### config.mk
export PLATFORM = sky130hd
export DESIGN_NAME = pool_window_buffer
export DESIGN_NICKNAME = d
export VERILOG_FILES = /design/src/rtl/pool_window_buffer.sv
export SDC_FILE = /design/constraint.sdc
export NUM_CORES = 1
export LEC_CHECK = 0
export ABC_AREA = 1
export BUFFER_PORTS_ARGS = -buffer_cell sky130_fd_sc_hd__buf_2
export CAP_MARGIN = 5
export CORE_AREA = 4 4 121 209
export CTS_CLUSTER_DIAMETER = 80
export DETAILED_ROUTE_END_ITERATION = 10
export DIE_AREA = 0 0 125 213
export PLACE_DENSITY = 0.63
export SLEW_MARGIN = 10
export SYNTH_ARGS = -nofsm -noshare
export SYNTH_HDL_FRONTEND = slang
export SYNTH_SLANG_ARGS = --single-unit
### constraint.sdc
create_clock -name clk -period 6.1 [get_ports clk]
set_input_delay 1.22 -clock clk [delete_from_list [all_inputs] [get_ports clk]]
set_output_delay 1.22 -clock clk [all_outputs]
set_load 0.02 [all_outputs]
### src/rtl/pool_window_buffer.sv
// Regroups a raster pixel stream into non-overlapping 2x2 windows for a max-pooling stage.
// Window appears 1 cycle after its last pixel is accepted; no backpressure, in_valid gaps just stall.
module pool_window_buffer #(
  parameter int In_d_W = 8,
  parameter int IMG_W  = 24,
  parameter int IMG_H  = 24
) (
  input  logic              clk,
  input  logic              rst,
  input  logic              in_valid,
  input  logic [In_d_W-1:0] in_data,
  output logic [In_d_W-1:0] A0,
  output logic [In_d_W-1:0] A1,
  output logic [In_d_W-1:0] A2,
  output logic [In_d_W-1:0] A3,
  output logic              win_valid,
  output logic              frame_done
);

  localparam int CW = (IMG_W > 2) ? $clog2(IMG_W) : 1;
  localparam int RW = (IMG_H > 2) ? $clog2(IMG_H) : 1;

  logic [CW-1:0]     col;
  logic [RW-1:0]     row;
  logic [In_d_W-1:0] held;
  logic [In_d_W-1:0] line_buf [IMG_W];

  logic              col_last;
  logic              row_last;
  logic [CW-1:0]     col_even;

  assign col_last = (col == CW'(IMG_W - 1));
  assign row_last = (row == RW'(IMG_H - 1));
  // Left column of the current window: the odd column with its LSB cleared.
  assign col_even = col & ~CW'(1);

  // Even rows fill the line buffer; odd rows only read it, so it is never cleared.
  always_ff @(posedge clk) begin
    if (rst && in_valid && !row[0]) begin
      line_buf[col] <= in_data;
    end
  end

  always_ff @(posedge clk or negedge rst) begin
    if (!rst) begin
      col        <= '0;
      row        <= '0;
      held       <= '0;
      A0         <= '0;
      A1         <= '0;
      A2         <= '0;
      A3         <= '0;
      win_valid  <= 1'b0;
      frame_done <= 1'b0;
    end else begin
      win_valid  <= 1'b0;
      frame_done <= 1'b0;
      if (in_valid) begin
        if (col_last) begin
          col <= '0;
          row <= row_last ? '0 : row + RW'(1);
        end else begin
          col <= col + CW'(1);
        end

        if (row[0]) begin
          if (!col[0]) begin
            held <= in_data;
          end else begin
            A0         <= line_buf[col_even];
            A1         <= line_buf[col];
            A2         <= held;
            A3         <= in_data;
            win_valid  <= 1'b1;
            frame_done <= row_last && col_last;
          end
        end
      end
    end
  end

endmodule

### Word level (Yosys, flattened, before mapping)

Memory sizes are Yosys's and may differ from the RTL's. A register that Yosys moved wholly into a read port is not among the register bits.
Index checks and enable logic that the tools add are counted.

| word-level totals | value |
|---|---|
| register bits after elaboration | 36 |
| bits in latches | 0 |
| RAM bits | 192 |
| memory bits (read-only) | 0 |
| bits of input ports | 11 |
| output and inout bits | 34 |
| memories kept | 1 |

Memories:

| name | depth | width | rd ports | clocked after memory_dff | wr ports | RTL line | source |
|---|---|---|---|---|---|---|---|
| line_buf | 24 | 8 | 2 | 2 | 1 | 26 | `logic [In_d_W-1:0] line_buf [IMG_W];` |

| operators by class | value |
|---|---|
| add/sub/neg operators | 2 |
| multiply operators | 0 |
| div/mod/pow operators | 0 |
| $lt $le $gt $ge | 0 |
| equal/unequal tests | 2 |
| shift-type cells | 0 |
| mux-type cells | 10 |
| bitwise gates (word level) | 1 |
| reductions and logical operators | 9 |

Operators by type and width:

| cell | number |
|---|---|
| $add 5x1->5 const B | 2 |
| $eq 5x5->1 const B | 2 |
| $mux 5 | 2 |
| $mux 1 | 8 |
| $reduce_and 3->1 | 2 |
| $logic_and 1x1->1 | 3 |
| $logic_not 1->1 | 3 |
| $reduce_and 2->1 | 1 |
| $not 1->1 | 1 |

### Depth between registers and ports, before layout

Gate-level depths: netlist of the first run.

| depth | value |
|---|---|
| word-level depth | 5 |
| gate-level depth with buffers | 11 |
| gate-level depth less buffers | 9 |

### Least setup slack after synthesis of the first run

Ideal clock, no wire load.

| timing | value |
|---|---|
| path type | in2reg |
| start point | input port in_valid |
| end point | memory line_buf[12][0], enable pin |
| arrival | 2.089 ns |
| required time | 5.730 ns |
| setup slack | 3.641 ns |
| stages | 5 |
| cells stage by stage | buf_2 nand3_1 inv_1 nand2_1 nor2_1 |

| between the ends | value |
|---|---|
| word-level cells in the longest chain between the ends | 4 |

RTL lines:

| element | RTL line | source |
|---|---|---|
| start: declaration | 10 | `input logic in_valid,` |
| $logic_and 1x1->1 (2 in series) | 39 | `if (rst && in_valid && !row[0]) begin` |
| $mux 1 | 39 |  |
| $mux 1 (implied by the code) | 40 | `line_buf[col] <= in_data;` |
| end: declaration | 26 |  |

No other way between the ends.

### Worst setup path after layout of the first run

| timing | value |
|---|---|
| start point | register col[0] |
| end point | register A0[1] (read register of line_buf) |

| between the ends | value |
|---|---|
| word-level cells in the longest chain between the ends | 1 |

RTL lines:

| element | RTL line | source |
|---|---|---|
| start: declaration | 23 | `logic [CW-1:0] col;` |
| start signal: assignment | 63 | `col <= col + CW'(1);` |
| $reduce_and 3->1 (no line) | -- |  |
| end: declaration | 12 | `output logic [In_d_W-1:0] A0,` |

No other way between the ends.
A chain may end at the register's enable or synchronous reset.

==> impl_metrics.py, run 1 <==
metrics = {
    "outcome": {
        "status": "finished, final reports clean",
    },
    "floorplan": {
        "dieWidth_um": 125,
        "die_height_um": 213,
        "fp.dieArea_um2": 26600,
        "core_area_um2": 23500,
        "pin_count": 45,
        "num_rows": 74,
        "initial_core_util_pct": 44.4,
    },
    "sta": {
        "grt_setup_unrepaired": "no",
        "setup_ws_ps": 2770,
        "layout_min_cycle_time_ps": 3330,
        "worstMarginPinSlew_ps": 1110,
        "setup_viol": 0,
        "relSlewSlack_pct": 25.8,
        "min_period_over_period_pct": 54.6,
        "finalSetupTns_ps": 0,
        "skew_ps": 11.4,
        "fmax_mhz": 300,
        "hold_viol_final": 0,
        "slew_violations": 0,
    },
    "grt": {
        "grt_pass1_wl_um": 40700,
        "grt_overflow": 0,
        "grt_pass1_vias": 7018,
        "antenna_found_initial": 0,
        "grtUsageTotal_pct": 19.8,
        "grt_max_degree": 61,
    },
    "clocking": {
        "clock_latency_ps": 510,
        "cts_setup_buffers": 0,
        "ctsHoldBuffers": 0,
        "path_clk_slew_ps": 70,
        "cts_tree": "yes",
        "cts_made_buffers": 22,
        "cts_resized": 0,
        "htree_num_levels": 1,
        "cts_sinks": 244,
        "cts-root-buf": "clkbuf_16",
        "cts_max_path_buffers": 3,
    },
    "synth": {
        "ys_warn_count": 0,
        "syn_inst": 1015,
        "syn-num-nets": 1031,
        "synth_area_um2": 10500,
        "ys_ff_latch": 244,
        "syn_area_per_cell_um2": 10.3,
        "ys_seq_area_share_pct": 67.6,
        "ys_types": 34,
    },
    "place": {
        "place_congestion": 0.948,
        "place_ws_ps": 2490,
        "io_buffers": 44,
        "place_hpwl_um": 17800,
    },
    "worst_hold_path": {
        "hp-start": "held[7]",
        "holdPathEnd": "A2[7]",
        "hold_depth": 2,
        "hp-class": "reg -> reg",
    },
    "detailed_routing": {
        "postRouteAntennaNets": 0,
        "route.vias.total": 6963,
        "wl_per_cell_um": 19.3,
        "via_per_inst": 5.11,
        "totalWireLength_um": 26200,
        "drc_errors": 0,
        "drtPass1Iterations": 5,
        "drt_iter0_markers": 543,
    },
    "setup_path": {
        "crit_path_start_kind": "flop",
        "r2r_cells": 5,
        "cp_slowest_stage_delay_ps": 1060,
        "critPathCaptureType": "flop",
        "critical-path-slowest-cell": "dfrtp_1",
        "cpMostUsedCell": "inv_1",
        "cp_max_fo": 37,
        "required_ps": 6530,
        "reg2reg_to": "A0[1]",
        "crit-reg2reg-launch": "col[0]",
        "critPathKind": "reg -> reg",
        "cp_cell_sequence": "nand3_2, inv_1, or2_2, inv_1, a31oi_1",
        "crit_buf_inv": 2,
        "cpLargestDelayFamily": "simple AND/OR/NAND/NOR gates",
        "arrival_ps": 3760,
        "regToRegSetupSlack_ps": 2770,
    },
    "final_layout": {
        "drive_above_1_share_pct": 11.5,
        "area.growth.synth_to_final_pct": 10.5,
        "nets": 1058,
        "fill_cells": 2167,
        "diodes": 0,
    },
    "pwr": {
        "p_leak_uw": 0.00477,
        "ir_drop_v": 0.000184,
        "p_total_uw": 5150,
        "powerDensity_nw_per_um2": 446,
    },
    "job": {
        "maxCapViolations": 0,
    },
}
## synth_stat cells
cell | n | area (µm²)
mux2_2 | 1 | 11.3
o21ai_1 | 6 | 30.0
nand2_4 | 1 | 11.3
nor2_1 | 90 | 338
o211ai_1 | 2 | 15.0
nor2_2 | 2 | 12.5
nand2_2 | 1 | 6.26
clkbuf_1 | 7 | 26.3
a21oi_1 | 11 | 55.1
edfxtp_1 | 192 | 5770
or2_1 | 1 | 6.26
nand3_2 | 3 | 30.0
dfrtp_1 | 52 | 1300
o21ai_0 | 32 | 160
clkbuf_2 | 1 | 5.00
or2_2 | 23 | 144
buf_2 | 16 | 80.1
ha_1 | 5 | 62.6
inv_1 | 52 | 195
o21bai_1 | 1 | 7.51
o21a_1 | 3 | 22.5
inv_6 | 1 | 8.76
buf_6 | 2 | 22.5
buf_4 | 18 | 135
clkinv_1 | 1 | 3.75
nand2_1 | 396 | 1490
nor2_4 | 3 | 33.8
a31oi_1 | 2 | 12.5
nand4_1 | 3 | 18.8
inv_2 | 6 | 22.5
nor2_8 | 1 | 20.0
and2_0 | 1 | 6.26
nor3_1 | 3 | 15.0
nand3_1 | 76 | 380
## tightest hold or removal path, cell delays in order (launching register included)
cell	delay, ps
dfrtp_1	350
nand2_1	50
nand2_1	40
## power by group
group          switching (µW)  internal (µW)
combinational            1120            460
sequential                197           1950
clock                     598            819
total                    1920           3230
## final cells by class
cell class / count / area, µm² / area share [%]
tap: 304 / 380 / 3.29
sequential: 244 / 7070 / 61.2
clock inverter: 15 / 161 / 1.40
multi-input combinational: 667 / 2890 / 25.0
inverter: 60 / 230 / 1.99
clock buffer: 25 / 583 / 5.05
timing repair buffer: 47 / 243 / 2.10
## per-layer routing
layer  track usage (%)  share of wire [%]
met1              22.9                 38
met3              2.58                4.6
met4              9.66                5.1
met5                 0                  0
met2              36.1                 52
## sequential cells by signal, summed over array words and instances, names as in the netlist
signal / cells
held: 8
col: 5
win_valid: 1
A3: 8
A0: 8
A1: 8
line_buf: 192
A2: 8
frame_done: 1
row: 5
## how the worst max path moves through the flow
stage,from,slack [ps],depth (start not counted),endpoint
floorplan,in_valid,3640,5,line_buf[12][0]
global placement,rst,2610,6,line_buf[17][0]
detailed placement,rst,2490,6,line_buf[7][5]
CTS,col[0],2730,5,A0[1]
global route,col[0],2470,5,A0[1]
finish,col[0],2770,5,A0[1]
## kinds of logic after synthesis
kind of cell	count (synthesis)	synth area share [%]
buffers and inverters	104	4.78
flip-flops	244	67.6
AO/OA/AOI/OAI	57	2.90
multiplexers	1	0.108
adder cells (fa/ha/maj)	5	0.599
AND/OR/NAND/NOR	604	24.0
## cell usage in the layout, fill, tap and decap left out, types with 5 or more instances in the layout
cell	instances
nand2_1	396
edfxtp_1	192
nor2_1	90
nand3_1	76
inv_1	52
dfrtp_1	51
buf_2	44
o21ai_0	32
or2_2	23
clkbuf_16	23
a21oi_1	11
clkinv_1	7
inv_2	6
o21ai_1	6
ha_1	5
## per-stage QoR
stage	instances	hold slack, ps	instance area, µm²	utilization [%]
global placement	1322	453	10800	46.0
detailed placement	1322	457	10800	46.0
floorplan	1015	442	10500	-
global route	1362	498	11600	49.1
CTS	1362	473	11600	49.1
finish	1362	474	11600	49.1
Power figures use the tool's default switching activity.
==> inputs of run 2 (changes only) <==
Settings changed: PLACE_DENSITY 0.63 to 0.66.
Clock period 6.1 ns to 3 ns, I/O delays scaled along.
==> impl_metrics.py, run 2 (synthesis gave the netlist of run 1 again) <==
metrics = {
    "floorplan": {
        "initial_core_util_pct": 44.4,
        "num_rows": 74,
        "die_height_um": 213,
        "pin_count": 45,
        "fp.dieArea_um2": 26600,
        "dieWidth_um": 125,
        "core_area_um2": 23500,
    },
    "final_layout": {
        "post-route-util_pct": 49.7,
        "drive_above_1_share_pct": 13.6,
        "area.growth.synth_to_final_pct": 11.9,
        "largest_reg_flops": 192,
        "diodes": 0,
        "regArea_um2": 7070,
        "nets": 1083,
        "fill_cells": 2177,
        "top_register": "line_buf",
        "multi_input_area_um2": 2890,
        "final_common_cell": "nand2_1",
        "final_cell_mix": "396 x nand2_1, 192 x edfxtp_1, 90 x nor2_1",
    },
    "outcome": {
        "status": "finished, final reports clean",
    },
    "place": {
        "place_congestion": 0.884,
        "place_hpwl_um": 17700,
        "place_ws_ps": 655,
        "io_buffers": 44,
    },
    "sta": {
        "setup_viol": 0,
        "skew_ps": 14.3,
        "fmax_mhz": 485,
        "relSlewSlack_pct": 52.6,
        "layout_min_cycle_time_ps": 2060,
        "setup_ws_ps": 938,
        "hold_viol_final": 0,
        "min_period_over_period_pct": 68.7,
        "grt_setup_unrepaired": "no",
        "slew_violations": 0,
        "worstMarginPinSlew_ps": 708,
        "finalSetupTns_ps": 0,
    },
    "grt": {
        "grt_pass1_vias": 7370,
        "grt_max_degree": 61,
        "grt_overflow": 0,
        "grt_pass1_wl_um": 40700,
        "antenna_found_initial": 0,
        "grtUsageTotal_pct": 19.9,
    },
    "setup_path": {
        "cp_max_fo": 60,
        "critPathKind": "reg -> reg",
        "crit-reg2reg-launch": "col[1]",
        "critPathCaptureType": "flop",
        "reg2reg_to": "A1[3]",
        "cpLargestDelayFamily": "simple AND/OR/NAND/NOR gates",
        "cpMostUsedCell": "nand2_1",
        "cp_slowest_stage_delay_ps": 530,
        "critical-path-slowest-cell": "buf_4",
        "r2r_cells": 10,
        "regToRegSetupSlack_ps": 940,
        "cp_cell_sequence": "inv_2, buf_4, nand2_1, nand2_1, nand2_1, nand2_1, nand2_1, nand3_1, nor2_1, nor2_1",
        "required_ps": 3440,
        "crit_buf_inv": 2,
        "crit_path_start_kind": "flop",
        "arrival_ps": 2510,
    },
    "pwr": {
        "ir_drop_v": 0.000429,
        "powerDensity_nw_per_um2": 892,
        "p_leak_uw": 0.00489,
    },
    "detailed_routing": {
        "drtPass1Iterations": 5,
        "via_per_inst": 5.12,
        "route.vias.total": 7099,
        "wl_per_cell_um": 18.9,
        "postRouteAntennaNets": 0,
        "drc_errors": 0,
        "drt_iter0_markers": 478,
        "totalWireLength_um": 26200,
    },
    "clocking": {
        "cts_sinks": 244,
        "cts_setup_buffers": 0,
        "cts_tree": "yes",
        "clock_latency_ps": 520,
        "htree_num_levels": 1,
        "cts_resized": 0,
        "cts_max_path_buffers": 3,
        "cts-root-buf": "clkbuf_16",
        "path_clk_slew_ps": 70,
        "cts_made_buffers": 22,
        "ctsHoldBuffers": 0,
    },
    "job": {
        "maxCapViolations": 0,
    },
    "worst_hold_path": {
        "hp-class": "in -> async",
    },
}
==> run 2: layout make-up <==
type                       instances  share of cell area [%]
sequential                       244                    60.4
multi-input combinational        667                    24.7
clock buffer                      28                    5.08
timing repair buffer              72                    3.68
tap                              304                    3.25
inverter                          60                    1.97
clock inverter                    12                   0.930
==> run 2: worst max path at each step <==
stage	from	endpoint	slack, ps	cells after the start
finish	col[1]	A1[3]	940	10
global route	col[1]	A1[0]	780	10
CTS	col[1]	A1[0]	930	10
detailed placement	in_valid	line_buf[0][5]	650	5
global placement	in_valid	line_buf[7][3]	740	5
floorplan	col[0]	line_buf[14][0]	1050	7
==> run 2: per-layer routing <==
layer / track usage [%] / vias up / routed length [µm] / part of all wire, %
li1: - / 3420 / - / -
met2: 37.8 / 205 / 14200 / 54
met4: 11.1 / 0 / 1550 / 5.9
met1: 21.5 / 3392 / 9480 / 36
met5: 0 / - / 0 / 0
met3: 2.03 / 82 / 976 / 3.7
==> run 2: through the flow <==
step / area, µm² / std cells / power, µW / hold WS [ps]
floorplan: 10500 / 1015 / 6670 / 304
global placement: 11000 / 1347 / 7700 / 456
detailed placement: 11000 / 1347 / 7740 / 453
CTS: 11700 / 1387 / 10500 / 312
global route: 11700 / 1387 / 11000 / 344
finish: 11700 / 1387 / 10400 / 278
==> run 2: where the power goes <==
part	total (µW)	switching (µW)	internal (µW)
logic	3500	2500	993
clock network	2770	1190	1580
registers	4180	198	3980
==> inputs of run 3 (changes only) <==
Settings changed: PLACE_DENSITY 0.66 to 0.63.
Clock period 3 ns to 2.1 ns, I/O delays scaled along.
==> impl_metrics.py, run 3 (synthesis gave the netlist of run 1 again) <==
metrics = {
    "place": {
        "io_buffers": 44,
        "place_congestion": 0.897,
        "place_hpwl_um": 18200,
        "dp_cells": 1361,
    },
    "worst_hold_path": {
        "hp-class": "in -> async",
    },
    "detailed_routing": {
        "postRouteAntennaNets": 0,
        "route.vias.total": 7100,
        "drt_iter0_markers": 538,
        "wl_per_cell_um": 18.9,
        "drc_errors": 0,
        "via_per_inst": 5.06,
        "drtPass1Iterations": 5,
        "totalWireLength_um": 26500,
    },
    "clocking": {
        "cts_setup_buffers": 0,
        "cts_max_path_buffers": 3,
        "clock_latency_ps": 530,
        "cts_tree": "yes",
        "cts_made_buffers": 23,
        "cts-root-buf": "clkbuf_16",
        "ctsHoldBuffers": 0,
        "cts_resized": 0,
        "path_clk_slew_ps": 60,
        "cts_sinks": 244,
        "htree_num_levels": 1,
    },
    "final_layout": {
        "nets": 1098,
        "drive_above_1_share_pct": 15.2,
        "top_register": "line_buf",
        "diodes": 0,
        "final_cell_mix": "396 x nand2_1, 192 x edfxtp_1, 90 x nor2_1",
        "area.growth.synth_to_final_pct": 14.4,
        "regArea_um2": 7070,
        "largest_reg_flops": 192,
        "final_common_cell": "nand2_1",
        "fin_cells": 1403,
        "multi_input_area_um2": 2890,
        "fill_cells": 2157,
    },
    "sta": {
        "relSlewSlack_pct": 54.3,
        "worstMarginPinSlew_ps": 686,
        "layout_min_cycle_time_ps": 1870,
        "skew_ps": 8.09,
        "min_period_over_period_pct": 89.0,
        "setup_viol": 0,
        "finalSetupTns_ps": 0,
        "timing.hold.ws_ps": 107,
        "hold_viol_final": 0,
        "slew_violations": 0,
        "grt_setup_unrepaired": "no",
        "fmax_mhz": 535,
    },
    "grt": {
        "grt_pass1_wl_um": 41000,
        "grt_pass1_vias": 7172,
        "grtUsageTotal_pct": 20.2,
        "grt_max_degree": 65,
        "antenna_found_initial": 0,
        "grt_overflow": 0,
    },
    "floorplan": {
        "num_rows": 74,
        "pin_count": 45,
        "initial_core_util_pct": 44.4,
        "dieWidth_um": 125,
        "core_area_um2": 23500,
        "fp.dieArea_um2": 26600,
        "die_height_um": 213,
    },
    "setup_path": {
        "critPathCaptureType": "flop",
        "crit-reg2reg-launch": "col[1]",
        "crit_path_start": "col[1]",
        "required_ps": 2330,
        "critPathKind": "reg -> reg",
        "crit_path_start_kind": "flop",
        "arrival_ps": 2100,
        "cp_max_fo": 64,
    },
    "pwr": {
        "p_total_uw": 15500,
        "powerDensity_nw_per_um2": 1300,
        "p_leak_uw": 0.00503,
        "ir_drop_v": 0.000766,
    },
    "job": {
        "maxCapViolations": 0,
    },
    "outcome": {
        "status": "finished, final reports clean",
    },
}
run 3: changes by cell type in the layout (fill, tap and decap cells not counted), sizes merged:
| cell | previous run | this run |
|---|---|---|
| buf | 72 | 86 |
| bufinv | 2 | 5 |
| clkbuf | 28 | 26 |
| inv | 59 | 60 |
run 3: metal layers:
| metal | vias up | global-route usage, % | share of wire (%) |
|---|---|---|---|
| met2 | 186 | 38.7 | 54 |
| met4 | 0 | 9.47 | 4.9 |
| met1 | 3390 | 22.0 | 37 |
| met3 | 64 | 2.30 | 3.9 |
| li1 | 3460 | - | - |
| met5 | - | 0 | 0 |
run 3: worst max-delay path, cell delays in order (launching register included):
cell	delay (ps)
dfrtp_4	450
buf_12	250
ha_1	200
nand2_1	250
nor2_1	180
buf_4	190
run 3: path summary, 6_finish.rpt:
check,endpoint,slack [ps],cells after the start
setup / recovery,line_buf[14][5],230,5
hold / removal,A1[3],110,2
setup reg to reg,line_buf[14][5],230,5
hold reg to reg,A2[6],470,2
max in group asynchronous,col[1],1460,2
min in group clk,col[1],260,3
run 3: metrics by stage:
step | setup slack, ps | utilization [%] | instance area (µm²)
2_1_floorplan | 151 | - | 10500
3_3_place_gp | 284 | 47.4 | 11200
3_5_place_dp | 259 | 47.4 | 11200
4_1_cts | 261 | 50.8 | 12000
5_1_grt | 146 | 50.8 | 12000
6_report | 230 | 50.8 | 12000
run 3: power by group:
group          switching (µW)  internal [µW]
Combinational            3590           1530
Sequential                312           5680
Clock                    1750           2660
Total                    5650           9870
run 3: cell type report:
class / instances / share of cell area, %
clock buffer: 26 / 4.99
clock inverter: 16 / 1.75
inverter: 60 / 1.93
multi-input combinational: 667 / 24.1
sequential: 244 / 59.1
tap: 304 / 3.18
timing repair buffer: 86 / 4.90
